<file path="src/rtl/alphaahb_v5_mem_pkg.sv">
// Shared types and constants for the multi-requester memory port arbiter.
package alphaahb_v5_mem_pkg;

  localparam int MEM_DEPTH_DEF = 1024;
  localparam int DATA_W        = 64;
  localparam int CNT_W         = 32;

  // One requester's access as seen by the memory side.
  typedef struct packed {
    logic              we;
    logic [DATA_W-1:0] addr;
    logic [DATA_W-1:0] wdata;
  } mem_req_t;

  // Word address falls inside the backing memory.
  function automatic logic addr_in_range(input logic [DATA_W-1:0] addr, input int depth);
    return addr < 64'(depth);
  endfunction

endpackage

</file>
<file path="src/rtl/mem_rr_pick.sv">
// Round-robin priority pick: first valid requester at or after i_start,
// wrapping around. Purely combinational, one-hot (or zero) result.
module mem_rr_pick #(
  parameter int N     = 2,
  parameter int IDX_W = 1
) (
  input  logic [N-1:0]     i_valid,
  input  logic [IDX_W-1:0] i_start,
  output logic [N-1:0]     o_grant
);

  localparam logic [N-1:0] ONE = N'(1);

  logic [N-1:0] w_rot;
  logic [N-1:0] w_rot_pick;

  // Rotate so the start index sits at bit 0, isolate the lowest set bit,
  // then rotate back. Doubling the vector turns the shifts into rotations.
  assign w_rot      = N'({i_valid, i_valid} >> i_start);
  assign w_rot_pick = w_rot & (~w_rot + ONE);
  assign o_grant    = N'(({w_rot_pick, w_rot_pick} << i_start) >> N);

endmodule

</file>
<file path="src/rtl/mem_port_arbiter.sv">
// Multi-requester single-port memory arbiter: round-robin with burst hold,
// one access per cycle, one-cycle response, per-requester grant counters.
module mem_port_arbiter
  import alphaahb_v5_mem_pkg::*;
#(
  parameter  int NUM_REQ   = 2,
  parameter  int MEM_DEPTH = MEM_DEPTH_DEF,
  parameter  int BURST_MAX = 4,
  localparam int ADDR_W    = $clog2(MEM_DEPTH)
) (
  input  logic                            clk,
  input  logic                            rst_n,
  input  logic [NUM_REQ-1:0]              req_valid,
  output logic [NUM_REQ-1:0]              req_ready,
  input  logic [NUM_REQ-1:0]              req_we,
  input  logic [NUM_REQ-1:0][DATA_W-1:0]  req_addr,
  input  logic [NUM_REQ-1:0][DATA_W-1:0]  req_wdata,
  output logic [NUM_REQ-1:0]              rsp_valid,
  output logic [NUM_REQ-1:0]              rsp_err,
  output logic [DATA_W-1:0]               rsp_rdata,
  output logic                            mem_en,
  output logic                            mem_we,
  output logic [ADDR_W-1:0]               mem_addr,
  output logic [DATA_W-1:0]               mem_wdata,
  input  logic [DATA_W-1:0]               mem_rdata,
  output logic [NUM_REQ-1:0][CNT_W-1:0]   grant_cnt,
  output logic [CNT_W-1:0]                stall_cnt
);

  localparam int              IDX_W     = (NUM_REQ > 1) ? $clog2(NUM_REQ) : 1;
  localparam logic [IDX_W-1:0] LAST_IDX = IDX_W'(NUM_REQ - 1);
  localparam logic [3:0]      BURST_LIM = 4'(BURST_MAX);

  // Arbiter state; a zero burst count marks "nothing granted since reset"
  logic [IDX_W-1:0]   r_last_grant;
  logic [3:0]         r_burst_cnt;

  // Response pipeline (one stage)
  logic [NUM_REQ-1:0] r_rsp_valid;
  logic [NUM_REQ-1:0] r_rsp_err;
  logic               r_rsp_rd;
  logic [CNT_W-1:0]   r_stall_cnt;

  logic [IDX_W-1:0]   w_start;
  logic [NUM_REQ-1:0] w_rr_grant;
  logic [NUM_REQ-1:0] w_grant;
  logic               w_hold;
  logic               w_any;
  logic [IDX_W-1:0]   w_grant_idx;
  mem_req_t           w_sel;
  logic               w_addr_err;

  // Round-robin search starts just past the last winner
  assign w_start = (r_last_grant == LAST_IDX) ? '0 : r_last_grant + IDX_W'(1);

  mem_rr_pick #(
    .N     (NUM_REQ),
    .IDX_W (IDX_W)
  ) u_pick (
    .i_valid (req_valid),
    .i_start (w_start),
    .o_grant (w_rr_grant)
  );

  // Grant: keep the holder while its burst budget lasts, else round-robin.
  // Nothing is granted while reset is asserted.
  always_comb begin
    w_hold  = 1'b0;
    w_grant = '0;
    if (rst_n) begin
      w_hold = req_valid[r_last_grant] && (r_burst_cnt != 4'd0) && (r_burst_cnt < BURST_LIM);
      if (w_hold) begin
        w_grant[r_last_grant] = 1'b1;
      end else begin
        w_grant = w_rr_grant;
      end
    end
  end

  // One-hot grant to index, then select that requester's access
  always_comb begin
    w_grant_idx = '0;
    for (int i = 0; i < NUM_REQ; i++) begin
      if (w_grant[i]) w_grant_idx = IDX_W'(i);
    end
    w_sel.we    = req_we[w_grant_idx];
    w_sel.addr  = req_addr[w_grant_idx];
    w_sel.wdata = req_wdata[w_grant_idx];
  end

  assign w_any      = |w_grant;
  assign w_addr_err = !addr_in_range(w_sel.addr, MEM_DEPTH);
  assign req_ready  = w_grant;

  // Out-of-range accesses never reach the memory
  assign mem_en    = w_any & ~w_addr_err;
  assign mem_we    = mem_en & w_sel.we;
  assign mem_addr  = w_sel.addr[ADDR_W-1:0];
  assign mem_wdata = w_sel.wdata;

  // Track last winner and length of its current consecutive run
  always_ff @(posedge clk or negedge rst_n) begin
    if (!rst_n) begin
      r_last_grant <= LAST_IDX;
      r_burst_cnt  <= 4'd0;
    end else if (w_any) begin
      r_last_grant <= w_grant_idx;
      if ((w_grant_idx == r_last_grant) && (r_burst_cnt != 4'd0)) begin
        r_burst_cnt <= (r_burst_cnt < BURST_LIM) ? r_burst_cnt + 4'd1 : BURST_LIM;
      end else begin
        r_burst_cnt <= 4'd1;
      end
    end
  end

  // Register the response for the requester served this cycle
  always_ff @(posedge clk or negedge rst_n) begin
    if (!rst_n) begin
      r_rsp_valid <= '0;
      r_rsp_err   <= '0;
      r_rsp_rd    <= 1'b0;
    end else begin
      r_rsp_valid <= w_grant;
      r_rsp_err   <= w_addr_err ? w_grant : '0;
      r_rsp_rd    <= w_any & ~w_addr_err & ~w_sel.we;
    end
  end

  assign rsp_valid = r_rsp_valid;
  assign rsp_err   = r_rsp_err;
  // Memory read data arrives one cycle after the strobe, aligned with the response
  assign rsp_rdata = r_rsp_rd ? mem_rdata : '0;

  // Count cycles in which some valid requester is left waiting
  always_ff @(posedge clk or negedge rst_n) begin
    if (!rst_n) begin
      r_stall_cnt <= '0;
    end else if (|(req_valid & ~w_grant)) begin
      r_stall_cnt <= r_stall_cnt + 32'd1;
    end
  end

  assign stall_cnt = r_stall_cnt;

  // Per-requester accepted-request counters, free-running wrap
  for (genvar gi = 0; gi < NUM_REQ; gi++) begin : g_cnt
    logic [CNT_W-1:0] r_cnt;

    // Bump on each handshake of this requester
    always_ff @(posedge clk or negedge rst_n) begin
      if (!rst_n) begin
        r_cnt <= '0;
      end else if (w_grant[gi]) begin
        r_cnt <= r_cnt + 32'd1;
      end
    end

    assign grant_cnt[gi] = r_cnt;
  end

endmodule

</file>
<file path="config.mk">
export PLATFORM = sky130hd
export DESIGN_NAME = mem_port_arbiter
export DESIGN_NICKNAME = d
export VERILOG_FILES = /design/src/rtl/alphaahb_v5_mem_pkg.sv /design/src/rtl/mem_rr_pick.sv /design/src/rtl/mem_port_arbiter.sv
export SDC_FILE = /design/constraint.sdc
export NUM_CORES = 1
export LEC_CHECK = 0
export CORE_AREA = 5 5 218 220
export CTS_CLUSTER_DIAMETER = 120
export DETAILED_ROUTE_END_ITERATION = 12
export DIE_AREA = 0 0 223 225
export GPL_TIMING_DRIVEN = 0
export PLACE_DENSITY = 0.4
export SYNTH_ARGS = -nofsm -noshare
export SYNTH_HDL_FRONTEND = slang
export SYNTH_SLANG_ARGS = --single-unit
</file>
<file path="constraint.sdc">
create_clock -name clk -period 7.2 [get_ports clk]
set_clock_uncertainty 0.2 [all_clocks]
set_input_delay 1.44 -clock clk [delete_from_list [all_inputs] [get_ports clk]]
set_output_delay 1.44 -clock clk [all_outputs]
set_load 0.05 [all_outputs]
</file>
After elaboration in Yosys (flattened, before gate mapping)
Cells that the tools add are included.
Widths: inputs -> output; s select.
{"block": "op_classes", "n_addsub": 6, "order_cmp": 5, "n_eq_ne": 1, "shift": 2, "muxes": 18, "n_bitwise": 8, "reduce_logical": 7}
{"cell": "$mux 64", "count": 5}
{"cell": "$add 32x1->32 const B", "count": 3}
{"cell": "$lt 64x11->1 const B", "count": 1}
{"cell": "$mux 4", "count": 2}
{"cell": "$mux 1", "count": 7}
{"cell": "$mux 2", "count": 3}
{"cell": "$add 4x1->4 const B", "count": 1}
{"cell": "$and 2x2->2", "count": 2}
{"cell": "$logic_and 1x1->1", "count": 4}
{"cell": "$lt 1x2->1 const B", "count": 2}
{"cell": "$lt 4x3->1 const B", "count": 1}
{"cell": "$not 2->2", "count": 2}
{"cell": "$reduce_bool 4->1", "count": 1}
{"cell": "$reduce_or 2->1", "count": 2}
{"cell": "$shl 4x1->4", "count": 1}
{"cell": "$shr 4x1->2", "count": 1}
{"cell": "$and 1x1->1", "count": 3}
{"cell": "$add 2x1->2 const B", "count": 1}
{"cell": "$add 1x1->1 const B", "count": 1}
{"cell": "$demux 1 s1", "count": 1}
{"cell": "$eq 1x1->1", "count": 1}
{"cell": "$ge 1x1->1 const B", "count": 1}
{"cell": "$not 1->1", "count": 1}
{"block": "totals", "reg_bits": 106, "in_bits": 326, "output_inout_bits": 242, "word_cells": 55}

Logic depth before layout (Yosys ltp)
{"block": "logic_depth", "depth_word": 15, "ltp_mapped": 9, "depth_no_buf": 8}

By module
Synthesis repeated with hierarchy kept, for this count alone.
{"block": "unflattened", "cells_unflattened": 810, "area_unflattened_um2": 6556.3}
{"module": "mem_port_arbiter", "n_inst": 1, "cells_each": 807, "area_per_inst_um2": 6537.5, "seq_area_each_um2": 2653.8}
{"module": "mem_rr_pick", "n_inst": 1, "cells_each": 3, "area_per_inst_um2": 18.8, "seq_area_each_um2": 0.0}

Least setup slack after synthesis
Ideal clock, no wire load.
{"block": "synth_path", "kind": "input to output", "startpoint": "in req_addr[40] (netlist bit)", "endpoint": "out mem_en", "arrival_ns": 2.791, "required_time_ns": 5.560, "slack_ns": 2.769, "cell_stages": 4, "path_buffers": 0, "path_cell_list": "nor4_1 nand4_1 nor4_1 a22o_1"}
{"block": "synth_between", "elab_chain_cells": 4}
{"element": "start, declared", "line_no": "mem_port_arbiter.sv:16", "source": "input logic [NUM_REQ-1:0][DATA_W-1:0] req_addr,"}
{"element": "$mux 64 (not written as such) (2 in series)", "line_no": "mem_port_arbiter.sv:87", "source": "w_sel.addr = req_addr[w_grant_idx];"}
{"element": "$lt 64x11->1", "line_no": "alphaahb_v5_mem_pkg.sv:17", "source": "return addr < 64'(depth);"}
{"element": "$and 1x1->1", "line_no": "mem_port_arbiter.sv:96", "source": "assign mem_en = w_any & ~w_addr_err;"}
{"element": "end, declared", "line_no": "mem_port_arbiter.sv:21", "source": "output logic mem_en,"}
Every way passes these cells. The select of a mux whose other input is x is not followed.

Worst setup path after layout
{"block": "layout_path", "startpoint": "in req_valid[0]", "endpoint": "out mem_wdata[63]"}
{"block": "layout_between", "elab_chain_cells": 10, "elab_cells_between_ends": 14, "classes_between": "add/sub (1); shift (2); mux (7); bitwise (2); reduce/logical (2)"}
{"element": "start, declared", "line_no": "mem_port_arbiter.sv:13", "source": "input logic [NUM_REQ-1:0] req_valid,"}
{"element": "$shr 4x1->2", "line_no": "mem_rr_pick.sv:19", "source": "assign w_rot = N'({i_valid, i_valid} >> i_start);"}
{"element": "$not 2->2", "line_no": "mem_rr_pick.sv:20", "source": "assign w_rot_pick = w_rot & (~w_rot + ONE);"}
{"element": "$add 2x1->2", "line_no": "mem_rr_pick.sv:20"}
{"element": "$and 2x2->2", "line_no": "mem_rr_pick.sv:20"}
{"element": "$shl 4x1->4", "line_no": "mem_rr_pick.sv:21", "source": "assign o_grant = N'(({w_rot_pick, w_rot_pick} << i_start) >> N);"}
{"element": "$mux 2 *", "line_no": "mem_port_arbiter.sv:72", "source": "if (w_hold) begin"}
{"element": "$mux 2 *", "line_no": "mem_port_arbiter.sv:70", "source": "if (rst_n) begin"}
{"element": "$mux 1 *", "line_no": "mem_port_arbiter.sv:84", "source": "if (w_grant[i]) w_grant_idx = IDX_W'(i);"}
{"element": "$mux 64 (not written as such) * (2 in series)", "line_no": "mem_port_arbiter.sv:88", "source": "w_sel.wdata = req_wdata[w_grant_idx];"}
{"element": "end, declared", "line_no": "mem_port_arbiter.sv:24", "source": "output logic [DATA_W-1:0] mem_wdata,"}
Mark *: on every way between the ends. The rest lies on a longest branch, timed or not. The select of a mux whose other input is x is not followed.

==> results.md <==
- Final WL: 38900 um
- Critical path endpoint category: output port
- Slew margin rel.: 36.5%
- Design area: 13200 sq um
- Synth top area cells: dfrtp_1 41%, nand2_1 16%, xnor2_1 7.5%
- Buffers on Ports: 566
- Comb pwr share: 50.2%
- Routability cong.: 0.834
- Post-Syn Area: 6460 sq um
- Final hold violation count: 0
- Pre-CTS setup slack: 0.760 ns
- Final Setup Violations: 0
- Nets: 1699
- Setup crit end: mem_wdata[63]
- Max Freq: 0.157 GHz
- Placed instance area: 12900 sq um
- VDD IR max: 133 uV
- Worst Reg-to-Reg Cells: 8
- Register bit total from synthesis: 106
- Fin crit share: 88.2%
- Crit path arrival time: 4.71 ns
- DRT antenna net count: 0
- First-pass GRT wire length: 55300 um
- Area of the core: 45100 sq um
- Synth warn: 0
- Family with the most delay on the worst path: buffers and inverters
- Final Max Tran Viols: 0
- CP Cell Sequence: clkdlybuf4s50_1 > o311ai_2 > o2111ai_4 > inv_2 > clkbuf_1 > nand2_1 > nand2_1 > clkdlybuf4s50_1
- WL/cell: 19.7 um
- Post-CTS sizing: 0
- RSZ-0062 raised after global routing: false
- Ys async rst share: 100%
- Post-CTS setup buffers: 0
- Via/cell ratio: 3.84
- Hold Crit Class: register to register
- Clock share of power: 20.4%
- Status: finished, final reports clean
- Cell Rows: 78
- WL met2: 20700 um
- Worst slew pin tran: 0.952 ns
- Area Overhead vs Synth: 104%
- Detailed Routing Iterations Pass 1: 4
- DIE HEIGHT: 225 um
- Starting Density: 14.3%
- Sw frac: 44.7%
- CTS Buf Count: 9
- Die ar.: 50200 sq um
- CTS root buffer: clkbuf_16
- Seq/Total Area, Yosys: 41.1%
- CTS H-tree lvls: 3
- DR iter-0 viols: 241
- Synth Instances: 790
- Drt drc: 0
- Worst Path Required: 5.56 ns
- HPWL after detailed placement: 33500 um
- CP Depth: 8
- GRT Total Usage: 14.5%
- GRT Residual Overflow: 0
- P_leak: 5.55 nW
- Vias in the first global route: 8131
- CP startpoint kind: input pin
- CP max stage delay: 0.98 ns
- Max cap viols: 0
- Wire length on met1: 15300 um
- CTS max path bufs: 2
- Die Span X: 223 um
- Power Dens Cells: 190 nW/um^2
- Post-synth EDFFs: 0
- Sequential power share: 29.4%
- Worst skew pair latency: 0.36 ns
- Final Util: 29.3%
- Tmin final: 6.35 ns
- Final WS setup: 0.846 ns
- R2R Path End: g_cnt[1].r_cnt[2]$_DFFE_PN0N_
- Fillers: 4895
- Netlist cell types: 47
- WS Path Type: input pin to output port
- Met3 Wirelength: 2580 um
- CTS tree: built
- Pwr Total: 2.50 mW
- Clk slew on worst S/H paths: 0.08 ns
- Synthesized Nets: 1121
- Routed vias: 7581
- Commonest non-fill, non-tap cell in the layout: clkdlybuf4s50_1
- Setup crit start: req_valid[0]
- Post-synth top area cell: dfrtp_1
- Int Pwr: 1.38 mW
- R2R setup slack: 4.25 ns
- Crit-path slowest cell: clkdlybuf4s50_1
- Maximum fanout along the worst path: 10
- Largest net degree at the start of global routing: 64
- Max layer used: met4
- Initial antenna violation count: 3
- Share of layout cells above drive strength 1: 3.71%
- CP bufs+invs: 4
- I/O Pins: 568
- CTS Hold Bufs: 0
- R2r startpoint: r_burst_cnt[0]$_DFFE_PN0N_
- Area share of the largest cell type after synthesis: 40.7%
- Most frequent cells in the layout: 565 x clkdlybuf4s50_1, 270 x nand2_1, 105 x dfrtp_1
- Switching pwr: 1.12 mW
- Synth Area per Inst: 8.17 sq um
- CTS Sinks: 106
- Post-synth top flop: dfrtp_1
## worst reg2reg max path, stage by stage, from the launching register on
cell       delay (ns)
dfrtp_1          0.38
inv_1            0.07
ha_1             0.25
o311ai_2         0.30
o2111ai_4        0.37
inv_2            0.22
clkbuf_1         0.73
nand2_1          0.15
xnor2_1          0.16
## per-layer routing
layer  GRT usage (%)  vias up
li1                -     3773
met1            17.1     3507
met2            27.0      283
met3            4.25       18
met4            1.56        0
met5               0        -
## metrics by stage
stage | hold slack [ns] | TNS (ns) | instances
after global placement | 0.258 | -464.18 | 1956
after detailed placement | 0.263 | 0 | 1957
after global routing | 0.292 | 0 | 1973
after floorplan | 0.275 | 0 | 790
after CTS | 0.277 | 0 | 1973
final | 0.276 | 0 | 1975
## cells by family after synthesis
group / count (synthesis) / synth area share [%]
flops: 106 / 41.1
mux: 2 / 0.349
compound gates: 15 / 2.15
xor+xnor: 93 / 12.6
buf+inv: 45 / 3.14
fa+ha+maj: 5 / 0.969
simple gates: 524 / 39.7
## flip-flops by register name, summed over array words and instances, names as in the netlist
register and count:
g_cnt.r_cnt 64, stall_cnt 32, r_burst_cnt 4, rsp_err 2, rsp_valid 2, r_last_grant 1, r_rsp_rd 1
## final cells by class
class | instances | area [sq um] | area share, %
Timing Repair Buffer | 567 | 5690 | 43.1
Multi-Input combinational cell | 639 | 3600 | 27.3
Sequential cell | 106 | 2650 | 20.1
Tap cell | 600 | 751 | 5.69
Clock buffer | 9 | 225 | 1.71
Buffer | 32 | 154 | 1.17
Clock inverter | 7 | 68.8 | 0.521
Inverter | 13 | 48.8 | 0.370
Antenna cell | 2 | 5.00 | 0.0379
## cells in the mapped netlist, types with 2 or more instances
cell type and count:
and2_1 71, and3_1 9, and4_1 7, buf_2 12, buf_6 2, clkbuf_1 16
dfrtp_1 105, ha_1 5, inv_1 12, mux2_2 2, nand2_1 270, nand3_1 29
nand4_1 36, nand4_4 2, nor2_1 40, nor3_1 16, nor4_1 30, nor4_4 2
o21a_1 2, o21ai_0 3, or3_1 2, xnor2_1 55, xor2_1 38
## worst min path at each step
stage,startpoint,endpoint,slack [ns],depth (start not counted)
floorplan,r_burst_cnt[1]$_DFFE_PN0N_,r_burst_cnt[1]$_DFFE_PN0N_,0.28,2
global placement,stall_cnt[31]$_DFFE_PN0P_,stall_cnt[31]$_DFFE_PN0P_,0.26,1
detailed placement,stall_cnt[31]$_DFFE_PN0P_,stall_cnt[31]$_DFFE_PN0P_,0.26,1
CTS,stall_cnt[31]$_DFFE_PN0P_,stall_cnt[31]$_DFFE_PN0P_,0.28,1
global route,stall_cnt[31]$_DFFE_PN0P_,stall_cnt[31]$_DFFE_PN0P_,0.29,1
finish,stall_cnt[31]$_DFFE_PN0P_,stall_cnt[31]$_DFFE_PN0P_,0.28,1
## power by group through the flow
| stage | clock network (mW) | registers, mW | logic, mW |
|---|---|---|---|
| global route | 0.554 | 0.751 | 1.33 |
| global placement | 0 | 0.746 | 1.27 |
| detailed placement | 0 | 0.749 | 1.27 |
| finish | 0.509 | 0.736 | 1.26 |
| floorplan | 0 | 0.913 | 0.513 |
| CTS | 0.536 | 0.737 | 1.28 |
Note: power is estimated with default switching activity, not from simulation.
